===== src/rtl/cnn_layer_sequencer.sv =====
// CNN layer sequencer: steps CONV1 -> CONV2 -> FC per frame, pulses stage begins.
// Optional watchdog with ERR state compiled in by defining SEQ_TIMEOUT_EN.
module cnn_layer_sequencer #(
    parameter int TIMEOUT_CYCLES = 1024,
    parameter int FRAME_W        = 8
) (
    input  logic               clk,
    input  logic               rst_n,
    input  logic               start,
    input  logic               abort,
    input  logic               clear_err,
    input  logic               done_conv1,
    input  logic               done_conv2,
    input  logic               done_fc,
    output logic               begin_conv1,
    output logic               begin_conv2,
    output logic               begin_fc,
    output logic               busy,
    output logic               result_valid,
    output logic               error,
    output logic [2:0]         stage,
    output logic [FRAME_W-1:0] frame_cnt
);

    typedef enum logic [2:0] {
        S_IDLE  = 3'd0,
        S_CONV1 = 3'd1,
        S_CONV2 = 3'd2,
        S_FC    = 3'd3,
        S_DONE  = 3'd4,
        S_ERR   = 3'd5
    } state_t;

    state_t r_state;
    state_t w_nxt;
    logic   w_first;
    logic   w_tmo;
    logic   w_clr;
    logic   w_busy_nxt;

    // A begin pulse marks the first stage cycle, where any done is stale.
    assign w_first = begin_conv1 | begin_conv2 | begin_fc;

`ifdef SEQ_TIMEOUT_EN
    localparam logic [15:0] WD_LAST = 16'(TIMEOUT_CYCLES - 1);

    logic [15:0] r_wdog;

    assign w_tmo = (r_wdog == WD_LAST);
    assign w_clr = clear_err;
`else
    logic [1:0] w_unused_cfg;

    assign w_unused_cfg = {clear_err, 1'(TIMEOUT_CYCLES == 0)};
    assign w_tmo        = 1'b0;
    assign w_clr        = 1'b0;
    assign error        = 1'b0;
`endif

    always_comb begin
        w_nxt = r_state;
        unique case (r_state)
            S_IDLE: begin
                if (start)
                    w_nxt = S_CONV1;
            end
            S_CONV1: begin
                if (abort)
                    w_nxt = S_IDLE;
                else if (!w_first && done_conv1)
                    w_nxt = S_CONV2;
                else if (w_tmo)
                    w_nxt = S_ERR;
            end
            S_CONV2: begin
                if (abort)
                    w_nxt = S_IDLE;
                else if (!w_first && done_conv2)
                    w_nxt = S_FC;
                else if (w_tmo)
                    w_nxt = S_ERR;
            end
            S_FC: begin
                if (abort)
                    w_nxt = S_IDLE;
                else if (!w_first && done_fc)
                    w_nxt = S_DONE;
                else if (w_tmo)
                    w_nxt = S_ERR;
            end
            S_DONE: begin
                w_nxt = start ? S_CONV1 : S_IDLE;
            end
            S_ERR: begin
                if (w_clr)
                    w_nxt = S_IDLE;
            end
            default: begin
                w_nxt = S_IDLE;
            end
        endcase
    end

    assign w_busy_nxt = (w_nxt == S_CONV1) || (w_nxt == S_CONV2) ||
                        (w_nxt == S_FC);

    always_ff @(posedge clk or negedge rst_n) begin
        if (!rst_n) begin
            r_state      <= S_IDLE;
            stage        <= 3'd0;
            begin_conv1  <= 1'b0;
            begin_conv2  <= 1'b0;
            begin_fc     <= 1'b0;
            busy         <= 1'b0;
            result_valid <= 1'b0;
            frame_cnt    <= '0;
`ifdef SEQ_TIMEOUT_EN
            error        <= 1'b0;
            r_wdog       <= 16'd0;
`endif
        end else begin
            r_state      <= w_nxt;
            stage        <= w_nxt;
            begin_conv1  <= (w_nxt == S_CONV1) && (r_state != S_CONV1);
            begin_conv2  <= (w_nxt == S_CONV2) && (r_state != S_CONV2);
            begin_fc     <= (w_nxt == S_FC) && (r_state != S_FC);
            busy         <= w_busy_nxt;
            result_valid <= (w_nxt == S_DONE);
            if (w_nxt == S_DONE)
                frame_cnt <= frame_cnt + FRAME_W'(1);
`ifdef SEQ_TIMEOUT_EN
            error <= (w_nxt == S_ERR);
            // No state re-enters itself, so a change of state is a stage entry.
            if (w_nxt != r_state)
                r_wdog <= 16'd0;
            else if (w_busy_nxt)
                r_wdog <= r_wdog + 16'd1;
`endif
        end
    end

endmodule


===== config.mk =====
export PLATFORM = sky130hd
export DESIGN_NAME = cnn_layer_sequencer
export DESIGN_NICKNAME = d
export VERILOG_FILES = /design/src/rtl/cnn_layer_sequencer.sv
export SDC_FILE = /design/constraint.sdc
export NUM_CORES = 1
export LEC_CHECK = 0
export CAP_MARGIN = 40
export CORE_MARGIN = 2
export CORE_UTILIZATION = 45
export CTS_BUF_LIST = sky130_fd_sc_hd__clkbuf_8
export CTS_CLUSTER_SIZE = 14
export DETAILED_ROUTE_END_ITERATION = 8
export PLACE_DENSITY = 0.89
export SYNTH_ARGS = -nofsm -noshare
export SYNTH_HDL_FRONTEND = slang
export SYNTH_SLANG_ARGS = --single-unit

===== constraint.sdc =====
create_clock -name clk -period 1.8 [get_ports clk]
set_input_delay 0.36 -clock clk [delete_from_list [all_inputs] [get_ports clk]]
set_output_delay 0.36 -clock clk [all_outputs]
set_load 0.005 [all_outputs]

# --- After elaboration in Yosys (flattened, before gate mapping) ---
# Index checks and enable logic that the tools add are counted.
op_classes:
  eq_ne: 12
  div_mod_pow: 0
  order_cmp: 0
  mux: 9
  add_sub_neg: 1
  mul: 0
  bitwise: 2
  reduce_logical: 10
  shifts: 0
ops:
  columns: ["cell", "n"]
  rows:
  - ["3-bit two-way mux", 7]
  - ["3-bit one-hot mux with 6 select lines", 1]
  - ["3-bit by 2-bit equality test with 1-bit output (second input constant)", 4]
  - ["3-bit equality test (second input constant)", 3]
  - ["8-bit by 1-bit adder with 8-bit output (second input constant)", 1]
  - ["3-bit by 1-bit equality test with 1-bit output (second input constant)", 2]
  - ["1-bit logical AND", 6]
  - ["3-bit by 2-bit != test with 1-bit output (second input constant)", 2]
  - ["3-bit logical NOT", 1]
  - ["3-bit by 1-bit != test with 1-bit output (second input constant)", 1]
  - ["1-bit logical OR", 2]
  - ["1-bit bitwise OR", 2]
  - ["1-bit logical NOT", 1]
  - ["1-bit two-way mux", 1]
word_totals:
  output_inout_bits: 17
  mem_bits_ro: 0
  memories: 0
  regBits: 16
  latchBits: 0
  input_bits: 8
  wordCells: 41
  ramBits: 0

# --- Longest topological paths before layout ---
logic_depth:
  word_depth: 10
  depth_mapped: 4
  depth_no_buf: 4

# --- Least setup slack after synthesis ---
# Ideal clock, no wire load.
synth_timing:
  path_kind: "register to register"
  startpoint: "register begin_conv2"
  endpoint: "register r_state[0]"
  path_buffers: 0
  t_arrival_ns: 1.416
  path_stages_with_launch: 4
  synth_period_minus_slack_ns: 1.506
  required_time_ns: 1.710
  path_slack_ns: 0.294
  setup_ns: 0.090
  cell_sequence: "dfrtp_1 > or3_1 > or4_1 > o221ai_1"
synth_via:
  elab_chain_len: 7
  word_cells_on_any_way: 13
  cone_classes: "7 x mux; 2 x bitwise; 4 x reduce/logical"
synth_rtl:
  columns: ["item", "line", "rtl"]
  rows:
  - ["start: declaration", "16", "output logic begin_conv2,"]
  - ["start signal: assignment", "125", "begin_conv2 <= (w_nxt == S_CONV2) && (r_state != S_CONV2);"]
  - ["1-bit bitwise OR (*) (2 in series)", "42", "assign w_first = begin_conv1 | begin_conv2 | begin_fc;"]
  - ["1-bit logical NOT (*)", "70, 78, 86", null]
  - ["1-bit logical AND (on tied branches)", "86, 70, 78", null]
  - ["3-bit two-way mux (on tied branches)", "86, 70, 78", null]
  - ["3-bit two-way mux (on tied branches)", "84, 68, 76", null]
  - ["3-bit one-hot mux with 6 select lines (*)", "62", "unique case (r_state)"]
  - ["named net w_nxt[0]", "35", "state_t w_nxt;"]
  - ["end signal: assignment", "122", "r_state <= w_nxt;"]
  - ["end: declaration", "34", "state_t r_state;"]
# Mark *: on every way through the listed nets, which the timed path passes. The rest lies on a longest branch.
# A chain may end at the register's enable or synchronous reset.

# --- Worst setup path after layout ---
layout_timing:
  startpoint: "input port abort"
  endpoint: "register frame_cnt[5]"
layout_via:
  elab_chain_len: 3
  word_cells_on_any_way: 5
  cone_classes: "1 x eq/ne; 4 x mux"
layout_rtl:
  columns: ["item", "line", "rtl"]
  rows:
  - ["start: declaration", "10", "input logic abort,"]
  - ["3-bit two-way mux (on tied branches)", "84, 68, 76", null]
  - ["3-bit one-hot mux with 6 select lines (*)", "62", null]
  - ["3-bit equality test (*)", "129", "if (w_nxt == S_DONE)"]
  - ["end signal: assignment", "130", "frame_cnt <= frame_cnt + FRAME_W'(1);"]
  - ["end: declaration", "22", "output logic [FRAME_W-1:0] frame_cnt"]
# Every way passes the cells marked *; elsewhere a longest branch is shown, timed or not.

==> out/qor.csv <==
metric,value,unit
die_h,46.3,um
via_per_inst,5.16,
initial_core_util,47.2,%
r2r-end,r_state[0]$_DFF_PN0_,
worstPathRequired,1960,ps
r2r_cells,3,
synthFlopType,dfrtp_1,
yosysMostFrequentCell,dfrtp_1,
yosysTopAreaCell,dfrtp_1,
worstSetupStartpointType,primary input,
fillCellCount,143,
design.die.area,2150,sq um
arrival,1810,ps
yosys_warnings,0,
vias,661,
dieWidth,46.3,um
wire_per_inst,13.9,um
outcome,completed,
slew_violations,0,
min_period,1650,ps
rows,15,
fin_cells,128,
synth_top_cell_area_share,49.7,%
dp_cells,125,
remaining_drc_errors,0,
clockRootBuffer,clkbuf_8,
antenna_found_initial,0,
synth_cell_types,35,
hold_buffers,0,
area_growth,41.0,%
power.total,1.14,mW
hp-class,in -> async,
p_leak,0.514,nW
async_flop_share,100,%
cts_buffer_depth,2,
num_antenna_cells,0,
first_pass_iters,4,
routed_wl,1.78,mm
place_congestion,0.825,
grt_first_pass_wirelength,2.86,mm
synth_fp_nets,82,
path_class,in -> reg,
post_synth_most_frequent_cells,"dfrtp_1, nand2_1, nand3_1, xnor2_1, a21oi_1",
tritoncts,done,
ant_nets,0,
synth_edf_count,0,
final_util,66.5,%
grt_pass1_vias,681,
overflow,0,
grt_setup_unrepaired,no,
powerDensity,1000,nW/um^2
final_nets,114,
netlist_instances,73,
timing.rr.start,begin_conv2$_DFF_PN0_,
pin_count,25,
cts_resized,0,
grt_util_all_layers,19.2,%
cp-end-kind,flop,
synth.avg_cell_area,11.0,sq um
finalSetupViolations,0,
hold_violations,0,
hpwl,1.36,mm
ir_drop,0.513,mV
drt-initial-drc-count,14,
rrSetupSlack,210,ps
drive_above_1_share,15.5,%
synth-seq-cells,16,
htreeDepth,1,
io_buffers,22,
path_clk_slew,60,ps
cts_buffers,3,
fmax,605,MHz
yosys-top-cells-area,"dfrtp_1, xnor2_1, nand3_1",
cp_max_fo,4,
post-cts-setup-buffers,0,
cts.sinks,16,
insertion_delay,240,ps
syn_area,806,sq um
seq_area_frac_synth,49.7,%
post-route-period-util,91.8,%
grt_max_degree,17,
maxCapViolCount,0,
fp.coreArea,1710,sq um
skew,1.12,ps
## where the power goes
group          total [mW]  internal [mW]  leakage (nW)  switching [mW]
sequential          0.459          0.413         0.216          0.0465
clock               0.256          0.148        0.0216           0.108
combinational       0.421          0.241         0.276           0.180
## logic make-up after synthesis
logic type / count (synthesis) / share of synthesized area (%)
other: 1 / 0.465
muxes: 2 / 2.64
and+or+nand+nor: 34 / 29.2
AOI/OAI and AO/OA: 7 / 5.12
adders and majority gates: 1 / 1.55
xor gates and xnor gates: 7 / 7.61
buffers and inverters: 5 / 3.73
DFF: 16 / 49.7
## layout by cell type, fill, tap and decap left out, types with 2 or more instances in the layout
master / netlist / final
clkdlybuf4s50_1: 0 / 22
nor4_1: 2 / 2
inv_1: 2 / 2
nand3_1: 6 / 6
buf_4: 1 / 8
a21oi_1: 3 / 3
nor3_1: 2 / 2
nand2_1: 6 / 6
dfrtp_1: 16 / 16
nand3b_1: 2 / 2
nand4_1: 2 / 2
xor2_1: 2 / 2
xnor2_1: 5 / 5
and3_1: 2 / 2
clkbuf_8: 0 / 3
## per-layer routing
metal	global-route usage, %	share of wire, %	up-vias
met5	0	0	-
met4	8.57	1.9	0
met3	3.92	3.6	4
met2	34.2	50	20
met1	21.8	44	311
li1	-	-	326
## worst max path at each step
| stage | from | endpoint | slack (ps) | depth (start not counted) |
|---|---|---|---|---|
| floorplan | begin_conv2$_DFF_PN0_ | r_state[0]$_DFF_PN0_ | 290 | 3 |
| global placement | abort | frame_cnt[7]$_DFFE_PN0P_ | -40 | 4 |
| detailed placement | abort | frame_cnt[7]$_DFFE_PN0P_ | -90 | 4 |
| CTS | abort | frame_cnt[5]$_DFFE_PN0P_ | 140 | 4 |
| global route | abort | frame_cnt[5]$_DFFE_PN0P_ | 60 | 4 |
| finish | abort | frame_cnt[5]$_DFFE_PN0P_ | 150 | 4 |
## registers in the layout (all words and copies together), names as in the netlist
register / count
begin_conv1: 1
begin_conv2: 1
begin_fc: 1
busy: 1
frame_cnt: 8
r_state: 3
result_valid: 1
## per-stage QoR
step,setup TNS (ps),area (sq um),hold WS (ps),worst slack [ps]
finish,0,1140,440,148
global route,0,1140,460,61.5
CTS,0,1140,448,139
detailed placement,-187,1090,459,-94.8
global placement,-62.9,1090,463,-38.8
floorplan,0,806,64.4,294
## critical path, stage by stage
cell and delay, ps:
clkdlybuf4s50_1 460, or4bb_1 550, nor4_1 250, xor2_1 200
## cell type report
class                   instances  area (sq um)  share of cell area, %
inverters                       2          7.51                  0.661
repair buffers                 30           280                   24.7
multi-input cells              52           375                   33.0
well taps                      25          31.3                   2.75
flip-flops and latches         16           400                   35.2
clock buffers                   3          41.3                   3.63
Power figures use the tool's default switching activity.
